## src/rtl/alu_job_pkg.sv

```systemverilog
// Shared definitions for the ALU job loader and the ALU control FSM.
// Record layout offsets and loader state encoding live here.
package alu_job_pkg;

  localparam int ADDR_W = 8;
  localparam int DATA_W = 32;
  localparam int OP_W   = 5;
  localparam int STRIDE = 4;

  localparam int OFF_A   = 0;
  localparam int OFF_B   = 1;
  localparam int OFF_OP  = 2;
  localparam int OFF_RES = 3;

  typedef enum logic [2:0] {
    LD_IDLE,
    LD_WR_A,
    LD_WR_B,
    LD_WR_OP,
    LD_DONE
  } ld_state_e;

endpackage

```

## src/rtl/alu_job_loader.sv

```systemverilog
// Streams ALU jobs into shared RAM as fixed-stride records (a, b, op).
// The result slot of each record is left for the control FSM.
module alu_job_loader #(
  parameter int ADDR_W    = 8,
  parameter int DATA_W    = 32,
  parameter int OP_W      = 5,
  parameter int BASE_ADDR = 0,
  parameter int STRIDE    = 4,
  parameter int MAX_JOBS  = 64
) (
  input  logic              clk,
  input  logic              rst,
  input  logic              start,
  input  logic              in_valid,
  output logic              in_ready,
  input  logic [DATA_W-1:0] in_a,
  input  logic [DATA_W-1:0] in_b,
  input  logic [OP_W-1:0]   in_op,
  input  logic              in_last,
  output logic              w_en,
  output logic [ADDR_W-1:0] w_addr,
  output logic [DATA_W-1:0] w_data,
  output logic              busy,
  output logic              done,
  output logic [ADDR_W-1:0] job_count
);

  import alu_job_pkg::*;

  localparam logic [ADDR_W-1:0] BASE = ADDR_W'(BASE_ADDR);
  localparam logic [ADDR_W-1:0] STEP = ADDR_W'(STRIDE);
  localparam logic [ADDR_W-1:0] O_A  = ADDR_W'(OFF_A);
  localparam logic [ADDR_W-1:0] O_B  = ADDR_W'(OFF_B);
  localparam logic [ADDR_W-1:0] O_OP = ADDR_W'(OFF_OP);
  localparam logic [ADDR_W:0]   MAXN = (ADDR_W+1)'(MAX_JOBS);

  ld_state_e         state;
  logic [DATA_W-1:0] buf_b;
  logic [OP_W-1:0]   buf_op;
  logic              buf_last;
  logic [ADDR_W-1:0] ptr;
  logic [ADDR_W:0]   count_nx;
  logic              accept;

  assign in_ready = (state == LD_IDLE) && !start;
  assign accept   = in_valid && in_ready;
  assign count_nx = {1'b0, job_count} + 1'b1;

  // Operand a goes straight to the write register on the accept edge
  always_ff @(posedge clk or posedge rst) begin
    if (rst) begin
      state     <= LD_IDLE;
      ptr       <= BASE;
      job_count <= '0;
      done      <= 1'b0;
      busy      <= 1'b0;
      w_en      <= 1'b0;
      w_addr    <= '0;
      w_data    <= '0;
      buf_b     <= '0;
      buf_op    <= '0;
      buf_last  <= 1'b0;
    end else begin
      unique case (state)
        LD_IDLE: begin
          if (start) begin
            ptr       <= BASE;
            job_count <= '0;
            done      <= 1'b0;
          end else if (accept) begin
            buf_b    <= in_b;
            buf_op   <= in_op;
            buf_last <= in_last;
            w_en     <= 1'b1;
            w_addr   <= ptr + O_A;
            w_data   <= in_a;
            busy     <= 1'b1;
            state    <= LD_WR_A;
          end
        end
        LD_WR_A: begin
          w_addr <= ptr + O_B;
          w_data <= buf_b;
          state  <= LD_WR_B;
        end
        LD_WR_B: begin
          w_addr <= ptr + O_OP;
          w_data <= DATA_W'(buf_op);
          state  <= LD_WR_OP;
        end
        LD_WR_OP: begin
          w_en      <= 1'b0;
          busy      <= 1'b0;
          ptr       <= ptr + STEP;
          job_count <= job_count + 1'b1;
          if (buf_last || count_nx == MAXN) begin
            done  <= 1'b1;
            state <= LD_DONE;
          end else begin
            state <= LD_IDLE;
          end
        end
        LD_DONE: begin
          if (start) begin
            ptr       <= BASE;
            job_count <= '0;
            done      <= 1'b0;
            state     <= LD_IDLE;
          end
        end
        default: state <= LD_IDLE;
      endcase
    end
  end

endmodule

```

## config.mk

```make
export PLATFORM = sky130hd
export DESIGN_NAME = alu_job_loader
export DESIGN_NICKNAME = d
export VERILOG_FILES = /design/src/rtl/alu_job_pkg.sv /design/src/rtl/alu_job_loader.sv
export SDC_FILE = /design/constraint.sdc
export NUM_CORES = 1
export LEC_CHECK = 0
export ABC_AREA = 1
export BUFFER_PORTS_ARGS = -buffer_cell sky130_fd_sc_hd__buf_2
export CAP_MARGIN = 20
export CELL_PAD_IN_SITES_DETAIL_PLACEMENT = 0
export CELL_PAD_IN_SITES_GLOBAL_PLACEMENT = 1
export CORE_MARGIN = 5
export CORE_UTILIZATION = 39
export CTS_BUF_LIST = sky130_fd_sc_hd__clkbuf_4
export DETAILED_ROUTE_END_ITERATION = 8
export PLACE_DENSITY_LB_ADDON = 0.1
export SYNTH_ARGS = -nofsm -noshare
export SYNTH_HDL_FRONTEND = slang
export SYNTH_SLANG_ARGS = --single-unit
export TNS_END_PERCENT = 30
```

## constraint.sdc

```tcl
create_clock -name clk -period 2.9 [get_ports clk]
set_clock_uncertainty 0.1 [all_clocks]
set_input_delay 0 -clock clk [delete_from_list [all_inputs] [get_ports clk]]
set_output_delay 0 -clock clk [all_outputs]
set_load 0.02 [all_outputs]
```

# After elaboration in Yosys (flattened, before gate mapping)
# Index checks and enable logic that the tools add are counted.
# classes
n_addsub	5
eq_ne	10
mux	20
bitwise_logic	1
reduce_logical	15
# op_table
op	n
$pmux 32 s3	1
$mux 32	2
$pmux 8 s2	2
$mux 8	3
$pmux 8 s3	1
$add 8x1->8 const B	2
$pmux 3 s5	1
$reduce_and 3->1	5
$mux 3	4
$add 8x1->9 const B	1
$eq 9x7->1 const B	1
$add 8x2->8 const B	1
$add 8x3->8 const B	1
$ne 2x2->1 const B	4
$eq 3x2->1 const B	2
$mux 1	4
$pmux 1 s2	2
$reduce_bool 2->1	2
$eq 3x1->1 const B	1
$eq 3x3->1 const B	1
$logic_not 3->1	1
$reduce_bool 3->1	1
$logic_and 1x1->1	2
$ne 2x1->1 const B	1
5 further kinds	5
# word_totals
reg_bits	99
out_inout_bits	52

# Depth between registers and ports, before layout
# Gate-level depths: netlist (run 1).
# depth
word_depth	6
mapped_depth	12

# Worst setup path before layout (run 1)
# Ideal clock, no wire load.
# synth_timing
kind	flip-flop to flip-flop
from	register job_count[0]
to	register done
setup_ps	118
t_arrival_ps	1462
required_time_ps	2682
slack_ps	1221
stages_incl_launch_ff	13
n_path_buf	0
synth_period_minus_slack_ps	1679
path_cell_list	dfrtp_1 ha_1 nand2_1 inv_1 nand2_1 nand2_1 nand2_1 nor2_1 nand3_1 nand3_1 nand2_1 nand2_1 nand2_1
# synth_via
elab_chain_len	5
# synth_rtl
item	line_no	text
from (decl)	alu_job_loader.sv:25	output logic [ADDR_W-1:0] job_count
from (signal assigned)	alu_job_loader.sv:95	job_count <= job_count + 1'b1;
$add 8x1->9	alu_job_loader.sv:47	assign count_nx = {1'b0, job_count} + 1'b1;
$eq 9x7->1	alu_job_loader.sv:96	if (buf_last || count_nx == MAXN) begin
$logic_or 1x1->1	alu_job_loader.sv:96	
$ne 2x2->1 (no source line)	--	
$reduce_and 3->1 (no source line)	--	
to (signal assigned)	alu_job_loader.sv:69	done <= 1'b0;
to (signal assigned)	alu_job_loader.sv:97	done <= 1'b1;
to (signal assigned)	alu_job_loader.sv:107	done <= 1'b0;
to (decl)	alu_job_loader.sv:24	output logic done,
# No other way between the ends.
# A chain may end at the register's enable or synchronous reset.

# Worst setup path in the final report (run 1)
# layout_timing
from	register state[2]
to	register ptr[6]
# layout_via
elab_chain_len	4
word_cells_on_any_way	8
# layout_rtl
item	line_no	text
from (decl)	alu_job_loader.sv:37	ld_state_e state;
from (signal assigned)	alu_job_loader.sv:52	state <= LD_IDLE;
from (signal assigned)	alu_job_loader.sv:78	state <= LD_WR_A;
from (signal assigned)	alu_job_loader.sv:84	state <= LD_WR_B;
$eq 3x3->1 or $logic_not 3->1 (tied branches)	alu_job_loader.sv:64	unique case (state)
$reduce_or 2->1 (no source line)	--	
$ne 2x1->1 (no source line) or $reduce_bool 2->1 (tied branches)	--	
$reduce_and 2->1 (no source line)	--	
to (signal assigned)	alu_job_loader.sv:94	ptr <= ptr + STEP;
to (decl)	alu_job_loader.sv:41	logic [ADDR_W-1:0] ptr;
# Several ways; a longest one is shown, not always the timed one.

==> results of run 1 <==
routing by layer:
layer,part of all wire,wire length [µm]
met2,0.47,5250
met5,0,0
met3,0.056,625
met4,0.027,297
met1,0.45,4990
critical path: cells and delay by family, from the launching register on:
| family | cells | cell delay [ns] |
|---|---|---|
| DFF | 1 | 0.43 |
| AOI/OAI and AO/OA | 2 | 0.21 |
| and+or+nand+nor | 5 | 0.96 |
| buffers and inverters | 1 | 0.15 |
cells in the mapped netlist:
master,number,share of area
nor3_1,3,0.0036
inv_1,31,0.028
buf_2,9,0.011
xor2_1,1,0.0021
mux2_2,37,0.099
nor2_2,1,0.0015
nor2_1,12,0.011
o21ai_0,14,0.017
nand3_1,71,0.085
buf_6,3,0.0081
nand2_1,133,0.12
o22ai_1,3,0.0045
a21oi_1,9,0.011
clkbuf_1,6,0.0054
dfrtp_1,97,0.58
buf_4,2,0.0036
clkinv_1,1,0.00089
nand4_1,1,0.0015
o21bai_1,1,0.0018
ha_1,3,0.0089
layout by cell type, fill, tap and decap left out, drive strengths merged:
cell	Yosys	final
o21ai	14	14
dfrtp	97	97
nand4	1	1
a21oi	9	9
nand2	133	133
o21bai	1	1
mux2	37	37
clkinv	1	5
inv	31	31
nor2	13	13
nand3	71	71
buf	14	132
dlygate4sd3	0	72
xor2	1	1
nor3	3	3
clkbuf	6	11
bufinv	0	1
o22ai	3	3
ha	3	3
layout make-up:
class	count	share of cell area
Clock inverter	5	0.00798
Inverter	32	0.0211
Clock buffer	11	0.0142
Sequential cell	97	0.418
Multi-Input combinational cell	289	0.265
Timing Repair Buffer	204	0.244
Tap cell	136	0.0293
flip-flops by register name, summed over array words and instances (netlist names):
| signal | flops |
|---|---|
| job_count | 8 |
| buf_op | 5 |
| done | 1 |
| buf_b | 32 |
| w_addr | 8 |
| buf_last | 1 |
| ptr | 6 |
| busy | 1 |
| w_data | 32 |
| state | 3 |
where the power goes:
group	total (mW)	internal (mW)	switching, mW	leakage, nW
Clock	0.696	0.274	0.422	0.0734
Combinational	2.33	0.888	1.45	1.68
Sequential	2.24	1.92	0.320	1.22
Total	5.27	3.08	2.19	2.97
worst paths after layout:
| check | cells past startpoint | to | slack (ns) | start |
|---|---|---|---|---|
| max | 8 | ptr[6]$_DFFE_PP0P_ | 0.95 | state[2]$_DFFE_PP0P_ |
| min | 3 | w_data[25]$_DFFE_PP0P_ | 0.05 | in_valid |
| max reg2reg | 8 | ptr[6]$_DFFE_PP0P_ | 0.95 | state[2]$_DFFE_PP0P_ |
| min reg2reg | 2 | w_data[15]$_DFFE_PP0P_ | 0.39 | w_data[15]$_DFFE_PP0P_ |
| max in group asynchronous | 4 | w_data[4]$_DFFE_PP0P_ | 2.02 | rst |
| min in group asynchronous | 3 | w_data[30]$_DFFE_PP0P_ | 0.06 | rst |
cell families after synthesis:
family                     after synthesis  synth area share
muxes                                   37            0.0993
and+or+nand+nor                        221             0.221
xor gates and xnor gates                 1           0.00209
DFF                                     97             0.579
adders and majority gates                3           0.00895
AOI/OAI and AO/OA                       27            0.0337
buffers and inverters                   52            0.0564
metrics by stage:
stage / hold slack (ns) / std cells / instance area [µm²] / utilization
2_1_floorplan: 0.0505 / 438 / 4200 / -
3_3_place_gp: 0.133 / 685 / 4930 / 0.473
3_5_place_dp: 0.135 / 685 / 4930 / 0.473
4_1_cts: 0.00816 / 773 / 5780 / 0.555
5_1_grt: 0.0538 / 774 / 5800 / 0.557
6_report: 0.0472 / 774 / 5800 / 0.557
==> metrics.txt, run 1 <==
outcome complete, no violations; grt ovf 0; Initial Utilization 0.403; Final #Nets just over 700; initial antenna violation count 0; core area around 10000 µm²; PnR Total Power between 5 and 6 mW; met1 Use GR 0.231; via density per instance approximately 4.7; hpwl dp a little over 7000 µm; pwr dens about 910 nW/µm²; final setup vio count 0; CTS resizes 0; ANT nets after route 0; post-synthesis sequential area ratio 0.579; met3 usage 0.0276; final period utilization 0.673; htree depth 3; Multi-input gate area 1540 µm²; crit start category register; Seq cells post-synth 97; final wirelength 11200 µm; DRC 0; Final min period ~2 ns; first-pass detailed-route iteration total 6; # hold bufs at CTS 72; worst hold path class in2reg; normalized max-slew margin 0.585; largest net degree at the start of global routing 87; DR iter-0 viols 166; met2 Resource Use GR 0.282; Synth Cell Area about 4200 µm²; die area about 13000 µm²; data required time at the worst endpoint approximately 3.1 ns; layout cells sized above 1 0.292; n_diodes 0; critical path data arrival time roughly 2.2 ns; Max IR drop VDD around 0.42 mV; Fin. Hold Viols 0; worst-skew pair later-pin latency about 0.42 ns; first-pass GRT wire length between 15000 and 20000 µm; wire per inst 14.4 µm; fillers 947; root buffer cell clkbuf_4; Setup CP Type reg2reg; Ports between 100 and 150; IO Port Bufs between 100 and 150; setup ws final roughly 0.95 ns; Synth Instances 438; cell mode on critical path nand2_1; crit path max-delay cell type dfrtp_1; chip height between 100 and 150 µm; P_leak about 3.0 nW; Most Used Layer, Global Route met2; CTS max path bufs 2; Clock Sinks 97; Final TNS setup 0 ns; RSZ-0062 raised after global routing false; vias between 3000 and 4000; Clk pin slew, worst setup/hold paths around 0.14 ns; CTS buffer count 9; crit path max fanout 12; crit-path cells inv_1 > nand3_1 > nand2_1 > nand2_1 > nor2_1 > nand2_1 > o21ai_0 > a21oi_1; number of global-route vias before repair 3695; final slew viol count 0; Tot GR Track Use 0.174; Post-CTS Setup Inserts 0; pre-CTS WS around 0.98 ns; Storage cell area 2430 µm²; # rows 37; Mapped Nets between 500 and 600; Max Cap Violations 0; Placer Congestion between 0.7 and 0.8; CP endpoint kind register; maximum clock rate approximately 0.51 GHz; syn_area_per_cell roughly 9.6 µm²; Distinct cells, synth 20; worst-margin pin slew 0.622 ns; TritonCTS clock tree done; die width between 100 and 150 µm; Crit path largest cell delay 0.43 ns; area grow syn2layout 38.4%; Syn. warnings 0
Power figures use the tool's default switching activity.
==> inputs of run 2 (changes only) <==
clock period = 1.9 ns   (was 2.9 ns; I/O delays follow)
==> run 2 against run 1 <==
Clock power rose by 54%. Final cell count is 1.8% higher. Sequential power grew 52%. Sequential share of layout area shrank 1.2 points. Critical path depth shrank 3.
==> metrics.txt, run 2 (synthesis results as in run 1) <==
vias 3700; normalized max-slew margin 0.707; biggest regs buf_b (32), w_data (32); # rows 37; initial antenna violation count 0; Clock Sinks 97; pwr dens ~1400 nW/µm²; outcome complete, no violations; commonest non-fill, non-tap cell in the layout nand2_1; first-pass detailed-route iteration total 5; crit path max fanout 14; number of global-route vias before repair between 3000 and 4000; htree depth 3; worst-skew pair later-pin latency 0.43 ns; via density per instance between 4 and 5; CTS buffer count 9; Comb power frac 0.464; placed instance count slightly below 700; Final TNS setup 0 ns; P_int slightly below 5 mW; crit-path cells nor2_2 > nand2_1 > nor2_4 > buf_12 > buf_2; hpwl dp about 7700 µm; CP top delay family simple AND/OR/NAND/NOR gates; Final min period around 1.8 ns; fin util 0.574; worst-margin pin slew 0.438 ns; fillers approximately 990; n_diodes 0; critical path data arrival time 1.68 ns; WHS 0.213 ns; IO Port Bufs 125; DRC 0; die width approximately 110 µm; core area 10400 µm²; Tot GR Track Use 0.181; final wirelength approximately 12000 µm; Clk pin slew, worst setup/hold paths ~0.14 ns; sequential share of power 0.408; Initial Utilization 0.403; CP endpoint kind primary output; Setup CP Type reg2out; first-pass GRT wire length roughly 19000 µm; commonest cells after routing, fill and taps aside nand2_1 (132), buf_2 (125), dfrtp_1 (97); non-filler instance count after layout ~790; die area roughly 13000 µm²; crit start category register; switching share of power 0.412; chip height approximately 110 µm; Final #Nets 725; net switching power between 3 and 4 mW; crit path max-delay cell type dfrtp_1; Fin. Hold Viols 0; CTS max path bufs 2; FF-to-FF setup slack around 0.14 ns; Placer Congestion 0.803; grt ovf 0; maximum clock rate approximately 0.56 GHz; DR iter-0 viols between 200 and 250; data required time at the worst endpoint about 1.8 ns; largest net degree at the start of global routing 36; worst hold path class in2reg; TritonCTS clock tree done; Max IR drop VDD roughly 0.70 mV; critical path buffer and inverter count 2; ANT nets after route 0; Max Cap Violations 0; wire per inst 14.7 µm; PnR Total Power between 8 and 9 mW; final setup vio count 0; root buffer cell clkbuf_4; P_leak just over 3 nW; area grow syn2layout 42.4%; final period utilization 0.935; Ports ~130; final slew viol count 0; Clock power frac 0.128; layout cells sized above 1 0.307; Crit path largest cell delay between 0.4 and 0.5 ns
run 2: repair_timing:
action / 4_1_cts / 5_1_grt
hold buffers: 74 / 0
gates cloned: 0 / 1
buffers inserted: 0 / 3
endpoints found under the hold margin: 173 / 0
resized for setup: 3 / 2
pin swaps: 0 / 1
setup endpoints to repair: 1 / 6
run 2: worst paths after layout:
check / from / endpoint / cells after the start
worst min-delay path: in_b[28] / buf_b[28]$_DFFE_PP0P_ / 3
max in group asynchronous: rst / job_count[4]$_DFFE_PP0P_ / 5
worst max register to register: state[0]$_DFFE_PP0P_ / w_data[4]$_DFFE_PP0P_ / 10
worst max-delay path: state[0]$_DFFE_PP0P_ / in_ready / 5
min in group asynchronous: rst / buf_b[20]$_DFFE_PP0P_ / 4
worst min register to register: w_data[8]$_DFFE_PP0P_ / w_data[8]$_DFFE_PP0P_ / 2
run 2: area by class of cell:
class	count	area [µm²]	share of cell area
flip-flops and latches	97	2430	0.406
repair buffers	219	1580	0.265
multi-input cells	289	1540	0.258
well taps	136	170	0.0285
inverters	32	124	0.0207
clock buffers	9	67.6	0.0113
clock inverters	6	60.1	0.0101
run 2: power by group through the flow:
stage                     sequential [mW]  clock, mW  combinational [mW]
after global placement               3.44          0                3.59
after global routing                 3.51       1.20                4.31
after CTS                            3.41       1.12                3.82
final                                3.40       1.07                3.87
after floorplan                      3.81          0                2.13
after detailed placement             3.45          0                3.67
run 2: stage by stage:
stage | worst slack (ns) | area (µm²)
finish | 0.123 | 5970
global route | -0.00153 | 5970
CTS | 0.0165 | 5920
detailed placement | 0.180 | 5040
global placement | 0.301 | 5040
floorplan | 0.221 | 4200
run 2: layer usage:
layer | routed length (µm) | GRT usage
met5 | 0 | 0
met4 | 108 | 0.0489
met3 | 686 | 0.0408
met2 | 5520 | 0.305
met1 | 5260 | 0.235
run 2: worst min-delay path, stage by stage:
cell and delay [ns]:
dlygate4sd3_1 0.51, buf_2 0.09, mux2_2 0.12
